### src/rtl/fetch_unit.sv
// Instruction fetch unit: issues one word-aligned fetch at a time to
// instruction memory, buffers responses in a 2-entry {pc, inst} FIFO for the
// decoder, and handles redirects by flushing the FIFO and discarding any
// response still in flight.
module fetch_unit #(
  parameter int INST_WIDTH = 32,
  parameter int ADDR_WIDTH = 32,
  parameter logic [ADDR_WIDTH-1:0] RESET_PC = 32'h00000000
) (
  input  logic                  clk_i,
  input  logic                  rst_i,
  output logic                  imem_req_o,
  output logic [ADDR_WIDTH-1:0] imem_addr_o,
  input  logic                  imem_gnt_i,
  input  logic                  imem_rvalid_i,
  input  logic [INST_WIDTH-1:0] imem_rdata_i,
  input  logic                  redirect_i,
  input  logic [ADDR_WIDTH-1:0] redirect_pc_i,
  output logic                  inst_valid_o,
  input  logic                  inst_ready_i,
  output logic [INST_WIDTH-1:0] inst_o,
  output logic [ADDR_WIDTH-1:0] pc_o
);

  localparam logic [INST_WIDTH-1:0] NOP = INST_WIDTH'(32'h00000013);

  logic [ADDR_WIDTH-1:0] pc_q, pc_d;
  logic [ADDR_WIDTH-1:0] rsp_pc_q, rsp_pc_d;
  logic [ADDR_WIDTH-1:0] fifo_pc_q [2];
  logic [INST_WIDTH-1:0] fifo_inst_q [2];
  logic                  rd_ptr_q, rd_ptr_d;
  logic                  wr_ptr_q, wr_ptr_d;
  logic [1:0]            count_q, count_d;
  logic                  outstanding_q, outstanding_d;
  logic                  drop_q, drop_d;

  logic accept;
  logic rsp;
  logic push;
  logic pop;

  // A new request is only allowed when its response is guaranteed a FIFO slot.
  assign imem_req_o  = !rst_i && !outstanding_q && !redirect_i &&
                       (({1'b0, count_q} + {2'b00, outstanding_q}) < 3'd2);
  assign imem_addr_o = pc_q;

  assign accept = imem_req_o & imem_gnt_i;
  assign rsp    = imem_rvalid_i & outstanding_q;
  assign push   = rsp & !drop_q;
  assign pop    = inst_valid_o & inst_ready_i;

  assign inst_valid_o = (count_q != 2'd0);
  assign inst_o       = inst_valid_o ? fifo_inst_q[rd_ptr_q] : NOP;
  assign pc_o         = inst_valid_o ? fifo_pc_q[rd_ptr_q] : '0;

  // Next-state: normal fetch/push/pop bookkeeping, then redirect overrides.
  always_comb begin
    pc_d          = pc_q;
    rsp_pc_d      = rsp_pc_q;
    rd_ptr_d      = rd_ptr_q;
    wr_ptr_d      = wr_ptr_q;
    count_d       = count_q;
    outstanding_d = outstanding_q;
    drop_d        = drop_q;

    if (accept) begin
      pc_d          = pc_q + ADDR_WIDTH'(4);
      rsp_pc_d      = pc_q;
      outstanding_d = 1'b1;
    end
    if (rsp) begin
      outstanding_d = 1'b0;
      drop_d        = 1'b0;
    end
    if (push) wr_ptr_d = ~wr_ptr_q;
    if (pop)  rd_ptr_d = ~rd_ptr_q;
    count_d = count_q + {1'b0, push} - {1'b0, pop};

    if (redirect_i) begin
      pc_d     = redirect_pc_i & ~ADDR_WIDTH'(3);
      count_d  = 2'd0;
      rd_ptr_d = 1'b0;
      wr_ptr_d = 1'b0;
      // A response landing this very cycle retires the request, so only a
      // request that stays in flight needs its future response dropped.
      if (outstanding_q && !rsp) drop_d = 1'b1;
    end
  end

  // Control state register with synchronous reset.
  always_ff @(posedge clk_i) begin
    if (rst_i) begin
      pc_q          <= RESET_PC;
      rsp_pc_q      <= '0;
      rd_ptr_q      <= 1'b0;
      wr_ptr_q      <= 1'b0;
      count_q       <= 2'd0;
      outstanding_q <= 1'b0;
      drop_q        <= 1'b0;
    end else begin
      pc_q          <= pc_d;
      rsp_pc_q      <= rsp_pc_d;
      rd_ptr_q      <= rd_ptr_d;
      wr_ptr_q      <= wr_ptr_d;
      count_q       <= count_d;
      outstanding_q <= outstanding_d;
      drop_q        <= drop_d;
    end
  end

  // FIFO storage; no reset needed since count gates visibility.
  always_ff @(posedge clk_i) begin
    if (push && !redirect_i && !rst_i) begin
      fifo_pc_q[wr_ptr_q]   <= rsp_pc_q;
      fifo_inst_q[wr_ptr_q] <= imem_rdata_i;
    end
  end

endmodule

### config.mk
export PLATFORM = sky130hd
export DESIGN_NAME = fetch_unit
export DESIGN_NICKNAME = d
export VERILOG_FILES = /design/src/rtl/fetch_unit.sv
export SDC_FILE = /design/constraint.sdc
export NUM_CORES = 1
export LEC_CHECK = 0
export BUFFER_PORTS_ARGS = -buffer_cell sky130_fd_sc_hd__buf_2
export CORE_ASPECT_RATIO = 1.1
export CORE_UTILIZATION = 54
export CTS_CLUSTER_SIZE = 24
export DETAILED_ROUTE_END_ITERATION = 10
export GPL_TIMING_DRIVEN = 1
export PLACE_DENSITY = 0.85
export RECOVER_POWER = 25
export SLEW_MARGIN = 20
export SYNTH_ARGS = -nofsm -noshare
export SYNTH_HDL_FRONTEND = slang
export SYNTH_SLANG_ARGS = --single-unit
### constraint.sdc
create_clock -name clk_i -period 7.1 [get_ports clk_i]
set_input_delay 0.355 -clock clk_i [delete_from_list [all_inputs] [get_ports clk_i]]
set_output_delay 0.355 -clock clk_i [all_outputs]
set_load 0.01 [all_outputs]
==> out/qor.yml <==
synth_cell_types: 38
p_sw_share_pct: 21.25
synth_enable_flop_cells: 124
setup_viol_count_final: 0
clock_latency_ns: 0.43
io_pins: 168
viasPerCell: 5.299
pwr-share-comb_pct: 4.4
htreeDepth: 4
drv_slew: 0
wire_per_inst_um: 15.47
critPathArrivalTime_ns: 2.78
cp-end-kind: "flip-flop"
p_int_mw: 1.779
slowest_stage: "nor3b_2"
syn_to_final_growth_pct: 20.05
fp.dieH_um: 127.3
fin_nets: 869
drive_above_1_share_pct: 24.60
synthTopCellsByArea: "edfxtp_1, dfxtp_1, mux2i_1, nor2_1, nand2_1"
cts_sinks: 191
detail_route.wirelength_um: 15440
fillers: 1076
vias: 5288
critPathMaxFanout: 26
pwr_density_cell_nw_per_um2: 244.0
gp_congestion: 0.9172
hold_path.class: "in -> reg"
crit_chain: "nor3b_2 -> nand2_1 -> buf_4 -> o311ai_0 -> a21oi_1"
fin_crit_sh_pct: 35.21
synth.top_cell.area_share_pct: 48.28
grt_usage_pct: 21.72
drc_errors: 0
register_area_um2: 5069
cap_viol_max_count: 0
drtAntennaViolNets: 0
power_mw: 2.260
hold_viol: 0
critical_path_class: "reg -> reg"
yosysSeqAreaShare_pct: 65.67
rsz0062_at_grt: "false"
synth_seq_cells: 191
max_freq_ghz: 0.4001
fin_cells: 998
grt_start_max_net_pins: 64
syn_area_per_cell_um2: 11.90
clock_power_share_pct: 41.7
clk_path_buf_depth: 2
synthesis.area_um2: 7712
status: "completed"
synthArstFlopShare_pct: 0
cts_tree: "built"
cts_hold_buf: 0
finClkSkew_ns: 0.006236
mostFrequentLayoutCells: "buf_2, edfxtp_1, nor2_1"
die_w_um: 115.9
dp_hpwl_um: 10010
placed_cells: 965
grt_overflow: 0
portBuffers: 161
power_frac_seq_pct: 53.9
cp.required_ns: 7.38
cts.clk_slew.worst_paths_ns: 0.06
power_switching_mw: 0.4801
antenna_found_initial: 1
grt_pass1_wl_um: 24390
postSynthCellCount: 648
firstDrtPassIters: 7
ir_worst_vdd_v: 0.0001590
slowest_delay_ns: 0.66
core_area_um2: 13850
postCtsSetupBuffers: 0
grt_pass1_vias: 4973
p_leak_nw: 3.440
synth_top_cell_by_area: "edfxtp_1"
cts.repair.resized: 0
final_common_cell: "buf_2"
setup-tns-final_ns: 0
relSlewSlack_pct: 25.21
die-area_um2: 14760
tightest_slew_ns: 1.122
ys.warnings.count: 0
synth_flop_cell: "edfxtp_1"
rows: 45
numCtsBuffers: 17
period_minus_slack_ns: 2.500
start_util_pct: 55.68
root_buffer: "clkbuf_16"
multiInputGateArea_um2: 2467
drt_iter0_drc: 316
crit_path_start_kind: "flip-flop"
-- flip-flops by register name, summed over array words and instances (netlist names), named ones only --
| signal | cells |
|---|---|
| count_q | 2 |
| fifo_inst_q | 64 |
| fifo_pc_q | 60 |
| imem_addr_o | 30 |
| outstanding_q | 1 |
| rd_ptr_q | 1 |
| rsp_pc_q | 30 |
| wr_ptr_q | 1 |
-- worst max-delay path: cells and delay by family (launching register included) --
family                 cells  cell delay (ns)
DFF                        1             0.40
buffers and inverters      1             0.37
AOI/OAI and AO/OA          2             0.45
and+or+nand+nor            2             1.13
-- final timing paths --
check / startpoint / endpoint / slack [ns] / depth (start not counted)
worst max-delay path: count_q[1] / imem_addr_o[16] / 4.60 / 5
worst min-delay path: imem_rdata_i[13] / fifo_inst_q[0][13] / 0.12 / 1
worst max register to register: count_q[1] / imem_addr_o[16] / 4.60 / 5
worst min register to register: rsp_pc_q[12] / fifo_pc_q[0][12] / 0.46 / 0
-- final cells by class --
cell class,instances,area share (%)
diodes,1,0.02703
clock buffers,24,5.905
clock inverters,8,0.6757
inverters,7,0.2838
multi-input cells,410,26.65
flip-flops and latches,191,54.74
well taps,188,2.541
repair buffers,169,9.176
-- synth_stat cells, drive strengths merged (2+ instances only) --
master	count
edfxtp	124
nor2	92
nand2	85
dfxtp	67
mux2i	63
a21oi	44
clkbuf	30
xor2	20
a211oi	16
nand4	16
nand3	14
buf	13
xnor2	9
and3	7
inv	7
nor3	7
nor4	7
o22ai	5
and2	3
ha	3
o211ai	3
o311ai	2
or3	2
or3b	2
-- layer usage --
metal  vias up  share of wire, %  global-route usage, %
li1       2595                 -                      -
met1      2481                42                  28.19
met2       190                50                  35.08
met3        22               6.7                  5.123
met4         0               1.5                  8.824
met5         -                 0                      0
-- power by group through the flow --
stage / Sequential [mW] / Combinational (mW) / Clock (mW)
final: 1.22 / 0.100 / 0.941
after global routing: 1.22 / 0.111 / 0.999
after CTS: 1.22 / 0.101 / 0.955
after detailed placement: 1.24 / 0.101 / 0
after global placement: 1.24 / 0.0974 / 0
after floorplan: 1.24 / 0.0548 / 0
-- metrics by stage --
step | hold slack, ns | worst slack (ns) | instance area, um^2 | utilization (%)
after global routing | 0.09950 | 4.313 | 9259 | 66.85
after CTS | 0.09578 | 4.591 | 9273 | 66.95
after detailed placement | 0.4441 | 4.553 | 8663 | 62.55
after floorplan | 0.4254 | 1.364 | 7724 | -
final | 0.1169 | 4.600 | 9259 | 66.85
after global placement | 0.4301 | 4.577 | 8663 | 62.55
-- logic make-up after synthesis --
group	share of synthesized area, %
muxes	8.176
and+or+nand+nor	14.15
adders and majority gates	0.4867
xor gates and xnor gates	3.293
other	0.04862
AOI/OAI and AO/OA	5.484
DFF	65.67
buffers and inverters	2.693
(Power assumes the default switching activity.)
